`config.mk`:
```
export PLATFORM = sky130hd
export DESIGN_NAME = fetch_unit
export DESIGN_NICKNAME = d
export VERILOG_FILES = /design/src/rtl/fetch_unit.sv
export SDC_FILE = /design/constraint.sdc
export NUM_CORES = 1
export LEC_CHECK = 0
export ABC_AREA = 1
export CAP_MARGIN = 15
export CORE_MARGIN = 1
export CORE_UTILIZATION = 40
export DETAILED_ROUTE_END_ITERATION = 10
export HOLD_SLACK_MARGIN = 0.1
export SYNTH_ARGS = -nofsm -noshare
export SYNTH_HDL_FRONTEND = slang
export SYNTH_SLANG_ARGS = --single-unit
export TNS_END_PERCENT = 10
```
`constraint.sdc`:
```
create_clock -name clk -period 8.8 [get_ports clk]
set_input_delay 1.76 -clock clk [delete_from_list [all_inputs] [get_ports clk]]
set_output_delay 1.76 -clock clk [all_outputs]
set_load 0.01 [all_outputs]
```
`src/rtl/fetch_unit.sv`:
```
// fetch_unit: instruction-fetch stage.
// Holds the PC and issues in-order word requests to instruction memory. The PC of
// each accepted request is kept in a pending FIFO. Returned words are paired with
// that PC and buffered in a small output queue, which decode drains with a
// valid/stall handshake. A redirect from execute flushes the stage. Responses still
// in flight at that point are counted in `kill` and discarded when they arrive.
// The issue bound (outstanding + queued + kill < DEPTH) guarantees the output
// queue always has room for every live response.
// Optional feature: define FETCH_BYPASS_EN to let a response go straight to the
// outputs in the same cycle when the queue is empty and decode is not stalled.
module fetch_unit #(
  parameter logic [31:0] RESET_PC    = 32'h0000_0000,
  parameter int          DEPTH       = 2,
  parameter logic [31:0] BUBBLE_INSN = 32'h0000_0013
) (
  input  logic        clk,
  input  logic        reset,
  output logic        imem_req,
  output logic [31:0] imem_addr,
  input  logic        imem_ready,
  input  logic        imem_rvalid,
  input  logic [31:0] imem_rdata,
  input  logic        redirect_valid,
  input  logic [31:0] redirect_pc,
  input  logic        stall,
  output logic        if_valid,
  output logic [31:0] if_pc,
  output logic [31:0] if_instruction
);

  localparam int AW = $clog2(DEPTH);
  localparam int CW = AW + 1;
  localparam logic [CW:0] DEPTH_W = (CW + 1)'(DEPTH);

  // PC is kept as a word address so imem_addr[1:0] is structurally zero
  logic [29:0]   pc_word;

  logic [29:0]   pend_pc [DEPTH];
  logic [AW-1:0] pend_rd;
  logic [AW-1:0] pend_wr;
  logic [CW-1:0] outstanding;

  logic [31:0]   q_pc   [DEPTH];
  logic [31:0]   q_insn [DEPTH];
  logic [AW-1:0] q_rd;
  logic [AW-1:0] q_wr;
  logic [CW-1:0] q_count;

  logic [CW-1:0] kill;

  logic [CW:0]   in_use;
  logic          accept;
  logic          resp_kill;
  logic          resp_live;
  logic          bypass;
  logic          push;
  logic          pop;
  logic          unused_low_bits;

  assign unused_low_bits = ^redirect_pc[1:0];

  assign in_use    = {1'b0, outstanding} + {1'b0, q_count} + {1'b0, kill};
  assign imem_req  = !reset && !redirect_valid && (in_use < DEPTH_W);
  assign imem_addr = {pc_word, 2'b00};
  assign accept    = imem_req && imem_ready;

  // Responses arrive in order, so every killed word precedes any live one.
  // A response with nothing in flight is spurious and is ignored.
  assign resp_kill = imem_rvalid && (kill != '0);
  assign resp_live = imem_rvalid && (kill == '0) && (outstanding != '0);

`ifdef FETCH_BYPASS_EN
  assign bypass = resp_live && (q_count == '0) && !stall && !redirect_valid && !reset;
`else
  assign bypass = 1'b0;
`endif

  assign push = resp_live && !bypass && !redirect_valid;
  assign pop  = (q_count != '0) && !stall;

  // Present the queue head (or the bypassed response) to decode, else a bubble
  always_comb begin
    if_valid       = 1'b0;
    if_pc          = '0;
    if_instruction = BUBBLE_INSN;
    if (!reset) begin
      if (q_count != '0) begin
        if_valid       = 1'b1;
        if_pc          = q_pc[q_rd];
        if_instruction = q_insn[q_rd];
      end else if (bypass) begin
        if_valid       = 1'b1;
        if_pc          = {pend_pc[pend_rd], 2'b00};
        if_instruction = imem_rdata;
      end
    end
  end

  // Storage arrays: written on accept/push only, contents gated by the counters
  always_ff @(posedge clk) begin
    if (!reset && !redirect_valid) begin
      if (accept) pend_pc[pend_wr] <= pc_word;
      if (push) begin
        q_pc[q_wr]   <= {pend_pc[pend_rd], 2'b00};
        q_insn[q_wr] <= imem_rdata;
      end
    end
  end

  // PC, pointers and counters; redirect flushes everything still in flight
  always_ff @(posedge clk) begin
    if (reset) begin
      pc_word     <= RESET_PC[31:2];
      pend_rd     <= '0;
      pend_wr     <= '0;
      outstanding <= '0;
      q_rd        <= '0;
      q_wr        <= '0;
      q_count     <= '0;
      kill        <= '0;
    end else if (redirect_valid) begin
      pc_word     <= redirect_pc[31:2];
      pend_rd     <= '0;
      pend_wr     <= '0;
      outstanding <= '0;
      q_rd        <= '0;
      q_wr        <= '0;
      q_count     <= '0;
      // a response landing this cycle retires one in-flight word either way
      kill        <= kill + outstanding - CW'(resp_kill || resp_live);
    end else begin
      if (accept) begin
        pend_wr <= pend_wr + 1'b1;
        pc_word <= pc_word + 30'd1;
      end
      if (resp_live) pend_rd <= pend_rd + 1'b1;
      outstanding <= outstanding + CW'(accept) - CW'(resp_live);
      if (resp_kill) kill <= kill - 1'b1;
      if (push) q_wr <= q_wr + 1'b1;
      if (pop)  q_rd <= q_rd + 1'b1;
      q_count <= q_count + CW'(push) - CW'(pop);
    end
  end

endmodule

```
# After elaboration in Yosys (flattened, before gate mapping)
# Memory sizes are Yosys's and may differ from the RTL's. A register that Yosys moved wholly into a read port is not among the register bits.
# Cells that the tools add are included.
[classes]
add_sub_neg = 14
magnitude_cmp = 1
n_mux = 22
reduce_logical = 19
[op_table]
columns = ["op", "n"]
rows = [
  ["$mux 32", 4],
  ["$mux 30", 2],
  ["$add 30x1->30 const B", 1],
  ["$mux 1", 14],
  ["$reduce_bool 2->1", 5],
  ["$logic_and 1x1->1", 8],
  ["$sub 2x1->2", 3],
  ["$add 1x1->1 const B", 4],
  ["$add 2x1->2", 2],
  ["$mux 2", 2],
  ["$add 2x2->3", 1],
  ["$add 3x2->3", 1],
  ["$logic_not 1->1", 3],
  ["$lt 3x2->1 const B", 1],
  ["$add 2x2->2", 1],
  ["$logic_not 2->1", 1],
  ["$reduce_or 2->1", 1],
  ["$sub 2x1->2 const B", 1],
  ["$logic_or 1x1->1", 1],
]
[totals]
reg_bits = 40
mem_bits_rw = 184
inputBits = 70
output_inout_bits = 98
elab_cells = 67
n_memories = 3
[mem_list]
columns = ["memory", "words", "width", "read_ports", "rd_clocked_by_memory_dff", "wr", "line_no", "rtl"]
rows = [
  ["q_insn", 2, 32, 1, 1, 1, "44", "logic [31:0] q_insn [DEPTH];"],
  ["pend_pc", 2, 30, 1, 1, 1, "38", "logic [29:0] pend_pc [DEPTH];"],
  ["q_pc", 2, 30, 1, 1, 1, "43", "logic [31:0] q_pc [DEPTH];"],
]

# Longest topological paths before layout
# Gate-level depths: netlist of run 1.
[logic_depth]
word_depth = 8
depth_mapped = 15

# Worst setup path after synthesis of run 1
# OpenSTA, ideal clock, no wires.
[synth_path]
path_type = "in2reg"
from = "in redirect_valid"
to = "mem q_insn[0][0], enable pin"
setup_ps = 558
arrival_time_ps = 6401
t_required_ps = 8242
setup_slack_ps = 1840
path_stages = 4
cell_sequence = "buf_6 -> nor2_8 -> inv_1 -> nor3_1"
[synth_between]
elab_chain_cells = 5
[synth_lines]
columns = ["element", "line_no", "rtl"]
rows = [
  ["start: declaration", "23", "input logic redirect_valid,"],
  ["$logic_not 1->1 *", "78, 101", ""],
  ["$logic_and 1x1->1", "78", "assign push = resp_live && !bypass && !redirect_valid;"],
  ["$mux 1", "103", "if (push) begin"],
  ["$mux 1 *", "101", "if (!reset && !redirect_valid) begin"],
  ["$mux 1 (implied by the code) *", "105", "q_insn[q_wr] <= imem_rdata;"],
  ["end: declaration", "44", ""],
]
# Mark *: on every way between the ends. The rest lies on a longest branch, timed or not.

# Worst setup path in the final report of run 1
[layout_path]
from = "in reset"
to = "out if_pc[10]"
[layout_between]
elab_chain_cells = 1
[layout_lines]
columns = ["element", "line_no", "rtl"]
rows = [
  ["start: declaration", "17", "input logic reset,"],
  ["$mux 32", "86", "if (!reset) begin"],
  ["end: declaration", "27", "output logic [31:0] if_pc,"],
]
# Every way passes these cells.

==> PnR_summary.wiki, run 1 <==
{| class="wikitable"
! Metric !! Value
|-
| Run status || finished, final reports clean
|-
| Element type at the critical path start || primary input
|-
| CP cell instances || clkdlybuf4s50_1, buf_4, nor2_4, buf_4, nand2_1, inv_1, clkdlybuf4s50_1
|-
| Iteration count of the initial detailed-routing pass || 4
|-
| Floorplan row count || 58
|-
| Slowest-stage cell, CP || buf_4
|-
| Clock insertion delay at the later pin of the skew report || 520 ps
|-
| Pwr dens || 182 nW/um^2
|-
| Via-to-Cell Ratio || 4.54
|-
| Antenna violations before repair || 0
|-
| Largest net degree at the start of global routing || 64
|-
| Required time of the worst setup path || 7040 ps
|-
| Synthesized cell area || 10200 um^2
|-
| Input/output buffers || 161
|-
| Average wire per cell in the routed design || 13.6 um
|-
| CTS clk-pin slew, worst paths || 60 ps
|-
| Final period util || 64.8%
|-
| Number of hold violations in the final report || 0
|-
| RSZ-0062 raised after global routing || no
|-
| Class of the tightest hold or removal check || reg -> reg
|-
| Total number of vias || 6993
|-
| Resized cells post-CTS || 0
|-
| Ant. Diodes || 0
|-
| Highest fanout seen on the critical path || 63
|-
| Placeable core region || 25100 um^2
|-
| Most Crowded Layer GR || met2
|-
| Launch instance of the worst register-to-register path || outstanding[1]$_SDFF_PP0_
|-
| Register-to-register setup slack || 5490 ps
|-
| Met2 track demand over resource in global routing || 27.1%
|-
| Die W || 162 um
|-
| Setup violations, final || 0
|-
| Max transition margin || 40.2%
|-
| First element of the critical path || reset
|-
| Clk buf depth || 3
|-
| H-tree lvl count || 1
|-
| Cell class contributing the biggest share of worst-path delay || buffers and inverters
|-
| Worst hold path cell count || 1
|-
| Layout-stage area growth over the synthesis result || 26.8%
|-
| Worst clock skew || 11.3 ps
|-
| Critical Setup Path Class || in -> out
|-
| Mean area per synthesized cell || 9.92 um^2
|-
| CTS Buf Count || 25
|-
| Flops & latches, synth || 226
|-
| Max-slew violations || 0
|-
| Number of nets with antenna violations after routing || 0
|-
| Top Ports || 168
|-
| Type of destination of the critical path || primary output
|-
| Total Routing Usage GR || 16.3%
|-
| Worst Reg-to-Reg Cells || 13
|-
| CTS tree || built
|-
| GR Util met1 || 21.8%
|-
| DRC violations left || 0
|-
| VDD IR max || 0.0821 mV
|-
| Final weighted congestion of routability-driven global placement || 0.796
|-
| Maximum frequency from static timing analysis || 175 MHz
|-
| Worst path buffer plus inverter count || 5
|-
| Root Buffer Master || clkbuf_16
|-
| Setup bufs post-CTS || 0
|-
| Sequential-to-total area share from yosys stat || 62.2%
|-
| Worst Max-Slew Pin Slew || 897 ps
|-
| Final core occ || 51.6%
|-
| DP HPWL || 13000 um
|-
| Netlist cell types || 34
|-
| Number of DRC markers in iteration 0 || 276
|-
| Routing usage on met3 || 2.76%
|-
| Floorplan die area || 26200 um^2
|-
| Count of maximum capacitance violations || 0
|-
| Initial core utilization || 40.7%
|-
| Time the final worst path needs with I/O delays and setup || 5700 ps
|-
| Summed negative setup slack over all endpoints || 0 ps
|-
| WP depth || 7
|-
| # nets final || 1272
|-
| Vias in the first global route || 6571
|-
| Number of hold buffers added after CTS || 0
|-
| Share of post-route cells with drive strength above 1 || 10.2%
|-
| CTS Sinks || 226
|-
| Routed Wire Length || 21000 um
|-
| Synth warn || 0
|-
| Leakage power || 5.36 nW
|-
| Syn Inst Count || 1031
|-
| Delay of the slowest cell on the worst path || 570 ps
|-
| Crit path arrival time || 3940 ps
|-
| Floorplan die height || 162 um
|-
| First-pass GRT wire length || 33600 um
|-
| HP Start || pend_rd$_SDFFE_PP0N_
|-
| GRT Residual Overflow || 0
|}
[layout make-up]
class / instances / area, um^2
clock buffer: 36 / 697
clock inverter: 10 / 136
fill: 2244 / 12100
inverter: 130 / 488
multi-input combinational: 636 / 3170
sequential: 226 / 6370
tap: 330 / 413
timing repair buffer: 172 / 1690
[kinds of logic after synthesis]
logic type / count (synthesis) / share of synthesized area (%)
adder cells (fa/ha/maj): 11 / 1.42
flip-flops: 226 / 62.2
AO/OA/AOI/OAI: 55 / 3.08
other: 1 / 0.0367
buffers and inverters: 172 / 7.07
XOR/XNOR: 13 / 1.11
multiplexers: 30 / 3.30
AND/OR/NAND/NOR: 523 / 21.7
[through the flow]
stage,power (W),instance area [um^2],std cells,worst slack [ps],hold WS [ps]
after floorplan,0.00128,10200,1034,1840,425
after global placement,0.00134,12100,1494,3000,432
after detailed placement,0.00135,12100,1494,3010,440
after CTS,0.00239,13000,1540,3010,451
after global routing,0.00245,13000,1540,2870,467
final,0.00237,13000,1540,3100,452
[registers in the layout, summed over array words and instances, names as in the netlist, named ones only]
name         cells
pend_rd          1
q_wr             1
outstanding      2
q_rd             1
q_pc            60
q_count          2
pend_pc         60
pend_wr          1
pc_word         30
kill             2
q_insn          64
[final timing paths]
check	to
setup / recovery	if_pc[10]
setup reg to reg	outstanding[1]$_SDFF_PP0_
hold / removal	pend_rd$_SDFFE_PP0N_
hold reg to reg	pend_rd$_SDFFE_PP0N_
[placed cells by master, fill, tap and decap left out, types with 2 or more instances in the layout]
cell type and count:
nand2_1 387, bufinv_16 3, o21bai_1 5, clkbuf_16 25
mux2_2 30, xor2_1 2, inv_1 129, ha_1 10
conb_1 4, a21oi_2 6, or2_2 5, clkdlybuf4s50_1 161
clkbuf_1 8, clkbuf_8 3, nor2_1 35, o21ai_0 8
xnor2_1 11, clkinvlp_4 2, nand3_1 62, dfxtp_1 41
nand2_2 3, clkinv_2 2, nor2_4 9, nor2_2 10
a21oi_1 34, nor3_2 2, edfxtp_1 184, buf_4 11
nand2_4 3, nand3_2 3
[synthesized netlist by cell type]
master / count / share of area (%)
nand4_4: 1 / 0.21
conb_1: 1 / 0.037
buf_2: 11 / 0.54
o211ai_1: 1 / 0.073
buf_6: 5 / 0.55
nand2_4: 3 / 0.33
inv_2: 1 / 0.037
nand2_1: 387 / 14
inv_1: 129 / 4.7
dfxtp_1: 42 / 8.2
mux2_2: 30 / 3.3
nor2_1: 38 / 1.4
o21bai_1: 5 / 0.37
o21ai_0: 8 / 0.39
nor3_1: 3 / 0.15
ha_1: 10 / 1.2
nand3_2: 3 / 0.29
clkbuf_1: 18 / 0.66
xor2_1: 2 / 0.17
nand2_2: 3 / 0.18
a21o_1: 1 / 0.073
nor2_4: 8 / 0.88
buf_4: 7 / 0.51
a21oi_2: 6 / 0.51
nand3_1: 62 / 3.0
nor2_8: 1 / 0.20
buf_1: 1 / 0.037
fa_1: 1 / 0.20
and2_1: 1 / 0.061
edfxtp_1: 184 / 54
nor2_2: 8 / 0.49
or2_2: 5 / 0.31
a21oi_1: 34 / 1.7
xnor2_1: 11 / 0.94
[layer usage]
metal | up-vias | part of all wire, % | wire length (um)
met5 | - | 0 | 0
met1 | 3174 | 48 | 10000
met2 | 158 | 46 | 9570
met3 | 31 | 4.7 | 990
met4 | 0 | 1.9 | 395
li1 | 3630 | - | -
[report_power, final]
part,total (W),switching [W],internal [W]
registers,0.00119,0.0000227,0.00117
clock network,0.00104,0.000403,0.000639
logic,0.000131,0.0000622,0.0000687
[worst reg2reg max path, stage by stage, from the launching register on]
cell and delay, ps:
dfxtp_1 440, inv_1 90, fa_1 530, inv_1 40, ha_1 200, inv_1 50
nand2_1 40, nand2_1 110, nand4_4 550, ha_1 570, inv_1 40, ha_1 180
or2_2 290, a21oi_1 120
No activity file was read; power rests on OpenSTA's default activity.
==> run 2, diff against run 1 <==
Settings changed: PLACE_DENSITY from default to 0.65.
Clock period 8.8 ns to 5 ns, I/O delays scaled along.
==> PnR_summary.wiki, run 2 (synthesis results as in run 1) <==
{| class="wikitable"
! Metric !! Value
|-
| Highest fanout seen on the critical path || 63 (unchanged)
|-
| CTS Sinks || 226 (unchanged)
|-
| Internal power of the cells || 0.00318 W (+69%)
|-
| Initial core utilization || 40.7% (unchanged)
|-
| Share of power burned in registers || 52.5% (+2.1 points)
|-
| Iteration count of the initial detailed-routing pass || 5 (+1)
|-
| Floorplan row count || 58 (unchanged)
|-
| Share of post-route cells with drive strength above 1 || 10.1% (-0.049 points)
|-
| Crit path arrival time || 3020 ps (-920 ps)
|-
| CTS clk-pin slew, worst paths || 60 ps (about the same)
|-
| Critical Setup Path Class || in -> out
|-
| Worst slack at placement || 925 ps (-2090 ps)
|-
| VDD IR max || 0.168 mV (+100%)
|-
| Max transition margin || 29.0% (-11 points)
|-
| Top Ports || 168 (unchanged)
|-
| Root Buffer Master || clkbuf_16
|-
| # nets final || 1271 (-0.079%)
|-
| Final weighted congestion of routability-driven global placement || 0.783 (-1.6%)
|-
| Switching part of the total power || 20.6% (-0.047 points)
|-
| Pwr dens || 310 nW/um^2 (+70%)
|-
| Input/output buffers || 161 (unchanged)
|-
| Final period util || 80.5%
|-
| Type of destination of the critical path || primary output
|-
| Element type at the critical path start || primary input
|-
| Multi-input gate area in the final layout || 3170 um^2 (unchanged)
|-
| Placeable core region || 25100 um^2 (unchanged)
|-
| Clock insertion delay at the later pin of the skew report || 500 ps (-20 ps)
|-
| Ant. Diodes || 0 (unchanged)
|-
| Comb pwr share || 5.8% (+0.3 points)
|-
| Floorplan die height || 162 um (unchanged)
|-
| Hold Slack || 451 ps (-0.996 ps)
|-
| Leakage power || 5.32 nW (-0.69%)
|-
| Clk buf depth || 3 (unchanged)
|-
| Highest-count cells in the layout ignoring fill and taps || 387 x nand2_1, 184 x edfxtp_1, 161 x clkdlybuf4s50_1
|-
| H-tree lvl count || 1 (unchanged)
|-
| Part of the power in the clock network || 41.7% (-2.3 points)
|-
| Max-slew violations || 0 (unchanged)
|-
| Worst clock skew || 11.7 ps (+0.400 ps)
|-
| RSZ-0062 raised after global routing || no
|-
| Setup violations, final || 0 (unchanged)
|-
| Vias in the first global route || 6749 (+2.7%)
|-
| Antenna violations before repair || 0 (unchanged)
|-
| Largest net degree at the start of global routing || 64 (unchanged)
|-
| Worst Max-Slew Pin Slew || 1060 ps (+166 ps)
|-
| Die W || 162 um (unchanged)
|-
| Count of maximum capacitance violations || 0 (unchanged)
|-
| Via-to-Cell Ratio || 4.58 (+0.78%)
|-
| Setup ws final || 977 ps (-2120 ps)
|-
| CTS tree || built
|-
| Number of nets with antenna violations after routing || 0 (unchanged)
|-
| # fillers || 2249 (+0.22%)
|-
| Number of DRC markers in iteration 0 || 353 (+28%)
|-
| DRC violations left || 0 (unchanged)
|-
| Maximum frequency from static timing analysis || 249 MHz
|-
| Sequential Area || 6370 um^2 (unchanged)
|-
| Routed Wire Length || 20900 um (-0.18%)
|-
| Resized cells post-CTS || 0 (unchanged)
|-
| Max reg flops || 64 (unchanged)
|-
| Average wire per cell in the routed design || 13.6 um (about the same)
|-
| Number of hold buffers added after CTS || 0 (unchanged)
|-
| Time the final worst path needs with I/O delays and setup || 4020 ps
|-
| DP HPWL || 13400 um (+2.5%)
|-
| Floorplan die area || 26200 um^2 (unchanged)
|-
| Layout-stage area growth over the synthesis result || 26.2%
|-
| CTS Buf Count || 24 (-4.0%)
|-
| GRT Residual Overflow || 0 (unchanged)
|-
| Register with the highest flop count || q_insn
|-
| Class of the tightest hold or removal check || reg -> reg
|-
| Run status || finished, final reports clean
|-
| Setup bufs post-CTS || 0 (unchanged)
|-
| Required time of the worst setup path || 4000 ps (-3040 ps)
|-
| Switching Power || 0.000823 W (+69%)
|-
| Total number of vias || 7029 (+0.51%)
|-
| Number of hold violations in the final report || 0 (unchanged)
|-
| Biggest registers after layout || q_insn (64), pend_pc (60), q_pc (60)
|-
| Total Routing Usage GR || 16.1% (-0.16 points)
|-
| First-pass GRT wire length || 33800 um (+0.43%)
|-
| Leading cell type in the layout, fill and taps excluded || nand2_1
|}
-- run 2: changes by cell type in the layout (fill, tap and decap cells not counted), sizes merged --
cell,previous run,this run
clkbuf,36,33
clkinvlp,2,4
inv,131,130
bufinv,3,1
-- run 2: worst paths after layout --
path,slack (ps),cells past startpoint,start,to
worst max-delay path,980,6,reset,if_pc[17]
worst min-delay path,450,1,q_rd$_SDFFE_PP0P_,register
worst max register to register,1720,9,outstanding[1]$_SDFF_PP0_,pc_word[21]$_SDFFE_PP0P_
worst min register to register,450,1,q_rd$_SDFFE_PP0P_,register
-- run 2: power by group through the flow --
stage / Combinational, W / Clock (W) / Sequential [W]
6_report: 0.000231 / 0.00167 / 0.00210
5_1_grt: 0.000259 / 0.00178 / 0.00210
4_1_cts: 0.000234 / 0.00171 / 0.00210
3_5_place_dp: 0.000232 / 0 / 0.00214
3_3_place_gp: 0.000227 / 0 / 0.00214
2_1_floorplan: 0.000118 / 0 / 0.00213
-- run 2: metal layers --
| metal | vias up | GRT usage [%] | share of wire (%) |
|---|---|---|---|
| met1 | 3193 | 21.3 | 46 |
| met2 | 177 | 27.4 | 47 |
| li1 | 3634 | - | - |
| met5 | - | 0 | 0 |
| met3 | 25 | 2.30 | 5.0 |
| met4 | 0 | 4.50 | 1.3 |
-- run 2: stage by stage --
| step | util [%] | instance area (um^2) | std cells | power [W] | setup TNS (ps) |
|---|---|---|---|---|---|
| finish | 51.4 | 12900 | 1536 | 0.00400 | 0 |
| global route | 51.4 | 12900 | 1536 | 0.00414 | 0 |
| CTS | 51.4 | 12900 | 1536 | 0.00404 | 0 |
| global placement | 48.4 | 12100 | 1494 | 0.00236 | 0 |
| detailed placement | 48.4 | 12100 | 1494 | 0.00237 | 0 |
| floorplan | - | 10200 | 1034 | 0.00225 | -148760 |
-- run 2: critical path, cell delays in order --
cell and delay, ps:
clkdlybuf4s50_1 710, nor2_4 250, buf_12 280, nand2_1 80, inv_1 60, clkdlybuf4s50_1 600
-- run 2: cell type report --
class	count	share of cell area (%)
clock inverters	9	0.621
multi-input cells	636	24.6
inverters	130	3.78
repair buffers	172	13.2
clock buffers	33	5.24
well taps	330	3.20
flip-flops and latches	226	49.4
==> run 3, diff against run 2 <==
Settings changed: PLACE_DENSITY 0.65 to default.
Clock period 5 ns to 3.8 ns, I/O delays scaled along.
==> PnR_summary.wiki, run 3 (synthesis results as in run 1) <==
{| class="wikitable"
! Metric !! Value
|-
| Run status || finished, final reports clean
|-
| Multi-input gate area in the final layout || 3180 um^2 (+0.39%)
|-
| Floorplan die height || 162 um (unchanged)
|-
| Root Buffer Master || clkbuf_16
|-
| Average wire per cell in the routed design || 13.5 um (-0.67%)
|-
| Highest-count cells in the layout ignoring fill and taps || 387 x nand2_1, 184 x edfxtp_1, 161 x clkdlybuf4s50_1
|-
| Critical Setup Path Class || reg -> out
|-
| Leading cell type in the layout, fill and taps excluded || nand2_1
|-
| Element type at the critical path start || register
|-
| Worst setup path endpoint || imem_req
|-
| Clk buf depth || 3 (unchanged)
|-
| Total number of vias || 7005 (-0.34%)
|-
| Biggest registers after layout || q_insn (64), pend_pc (60), q_pc (60)
|-
| Max reg flops || 64 (unchanged)
|-
| Setup bufs post-CTS || 0 (unchanged)
|-
| Vias in the first global route || 6573 (-2.6%)
|-
| Top Ports || 168 (unchanged)
|-
| CTS tree || built
|-
| Most repeated library cell on the critical path || inv_1
|-
| Cell class contributing the biggest share of worst-path delay || adder cells
|-
| Resized cells post-CTS || 0 (unchanged)
|-
| Highest fanout seen on the critical path || 4 (-94%)
|-
| Register-to-register setup slack || 1010 ps (-710 ps)
|-
| Via-to-Cell Ratio || 4.55 (-0.54%)
|-
| Register with the highest flop count || q_insn
|-
| First element of the critical path || outstanding[1]$_SDFF_PP0_
|-
| Design Area, Final || 13000 um^2 (+0.58%)
|-
| Maximum frequency from static timing analysis || 291 MHz
|-
| Class of the tightest hold or removal check || reg -> reg
|-
| Setup violations, final || 0 (unchanged)
|-
| Count of maximum capacitance violations || 0 (unchanged)
|-
| Launch instance of the worst register-to-register path || outstanding[1]$_SDFF_PP0_
|-
| CTS clk-pin slew, worst paths || 60 ps (about the same)
|-
| Floorplan row count || 58 (unchanged)
|-
| Crit path arrival time || 2680 ps (-340 ps)
|-
| Worst Reg-to-Reg Cells || 13 (+4)
|-
| Final weighted congestion of routability-driven global placement || 0.776 (-0.87%)
|-
| Floorplan die area || 26200 um^2 (unchanged)
|-
| Leakage power || 5.38 nW (+0.99%)
|-
| Slowest-stage cell, CP || fa_1
|-
| # fillers || 2233 (-0.71%)
|-
| Max transition margin || 51.0% (+22 points)
|-
| CP cell instances || inv_1, fa_1, inv_1, ha_1, inv_1, nand2_1, nor2_1, clkdlybuf4s50_1
|-
| Time the final worst path needs with I/O delays and setup || 3440 ps
|-
| CTS Buf Count || 24 (unchanged)
|-
| Share of post-route cells with drive strength above 1 || 10.2% (+0.058 points)
|-
| Initial core utilization || 40.7% (unchanged)
|-
| WP depth || 8 (+2)
|-
| Total Routing Usage GR || 16.1% (+0.046 points)
|-
| Routed Wire Length || 20800 um (-0.47%)
|-
| Input/output buffers || 161 (unchanged)
|-
| Number of hold buffers added after CTS || 0 (unchanged)
|-
| Antenna violations before repair || 0 (unchanged)
|-
| Number of nets with antenna violations after routing || 0 (unchanged)
|-
| Worst path buffer plus inverter count || 4 (unchanged)
|-
| Required time of the worst setup path || 3040 ps (-960 ps)
|-
| Layout-stage area growth over the synthesis result || 26.9%
|-
| End of the worst register-to-register path || outstanding[1]$_SDFF_PP0_
|-
| Placement-stage cell area || 12200 um^2 (+0.47%)
|-
| Worst Max-Slew Pin Slew || 735 ps (-329 ps)
|-
| HP Start || pend_rd$_SDFFE_PP0N_
|-
| Iteration count of the initial detailed-routing pass || 5 (unchanged)
|-
| GRT Residual Overflow || 0 (unchanged)
|-
| Ant. Diodes || 0 (unchanged)
|-
| Final period util || 90.6%
|-
| Max-slew violations || 0 (unchanged)
|-
| Sequential Area || 6370 um^2 (unchanged)
|-
| Type of destination of the critical path || primary output
|-
| # nets final || 1272 (+0.079%)
|-
| RSZ-0062 raised after global routing || no
|-
| CTS Sinks || 226 (unchanged)
|-
| VDD IR max || 0.244 mV (+46%)
|-
| First-pass GRT wire length || 33600 um (-0.49%)
|-
| Largest net degree at the start of global routing || 64 (unchanged)
|-
| DP HPWL || 13300 um (-0.74%)
|-
| H-tree lvl count || 1 (unchanged)
|-
| Number of hold violations in the final report || 0 (unchanged)
|-
| Pwr dens || 411 nW/um^2 (+33%)
|-
| Delay of the slowest cell on the worst path || 540 ps (-170 ps)
|-
| Clock insertion delay at the later pin of the skew report || 510 ps (about the same)
|-
| Die W || 162 um (unchanged)
|-
| Number of DRC markers in iteration 0 || 350 (-0.85%)
|-
| Placeable core region || 25100 um^2 (unchanged)
|-
| Worst clock skew || 12.0 ps (+0.337 ps)
|-
| DRC violations left || 0 (unchanged)
|-
| Summed negative setup slack over all endpoints || 0 ps (unchanged)
|}
run 3: changes by cell type in the layout (fill, tap and decap cells not counted), sizes merged:
cell,delta
clkinv,+5
clkinvlp,-4
buf,+1
bufinv,+1
clkbuf,-1
inv,+1
run 3: per-layer routing:
metal / share of wire, % / GRT usage, % / vias up
met5: 0 / 0 / -
met4: 2.2 / 4.89 / 0
met3: 4.9 / 2.58 / 35
met2: 46 / 26.7 / 174
met1: 47 / 21.8 / 3166
li1: - / - / 3630
run 3: area by class of cell:
type	count	area share, %
sequential	226	49.1
inverter	130	3.76
timing repair buffer	173	13.5
clock buffer	32	5.10
tap	330	3.18
multi-input combinational	636	24.5
clock inverter	12	0.858
run 3: worst reg2reg max path: cells and delay by family, from the launching register on:
kind	cells	cell delay [ps]
AO/OA/AOI/OAI	1	110
adder cells (fa/ha/maj)	4	1300
AND/OR/NAND/NOR	4	670
buffers and inverters	4	230
flip-flops	1	420
run 3: how the worst min path moves through the flow:
stage	endpoint	slack (ps)	cells after the start
2_1_floorplan	register	430	1
3_3_place_gp	register	430	1
3_5_place_dp	register	440	1
4_1_cts	register	450	1
5_1_grt	pend_rd$_SDFFE_PP0N_	480	1
6_report	pend_rd$_SDFFE_PP0N_	450	1
run 3: through the flow:
step           power, W  utilization [%]  hold WS [ps]  instances  setup WS, ps
2_1_floorplan   0.00296                -           425       1034          -245
4_1_cts         0.00539             51.7           452       1539           320
3_5_place_dp    0.00312             48.6           441       1495           419
3_3_place_gp    0.00311             48.6           435       1495           425
5_1_grt         0.00553             51.7           475       1539           216
6_report        0.00534             51.7           452       1539           358
run 3: where the power goes:
part | leakage [nW] | total, W | internal [W] | switching (W)
Sequential | 2.04 | 0.00276 | 0.00271 | 0.0000513
Clock | 0.386 | 0.00227 | 0.00136 | 0.000912
Combinational | 2.95 | 0.000305 | 0.000160 | 0.000145
Total | 5.38 | 0.00534 | 0.00423 | 0.00111
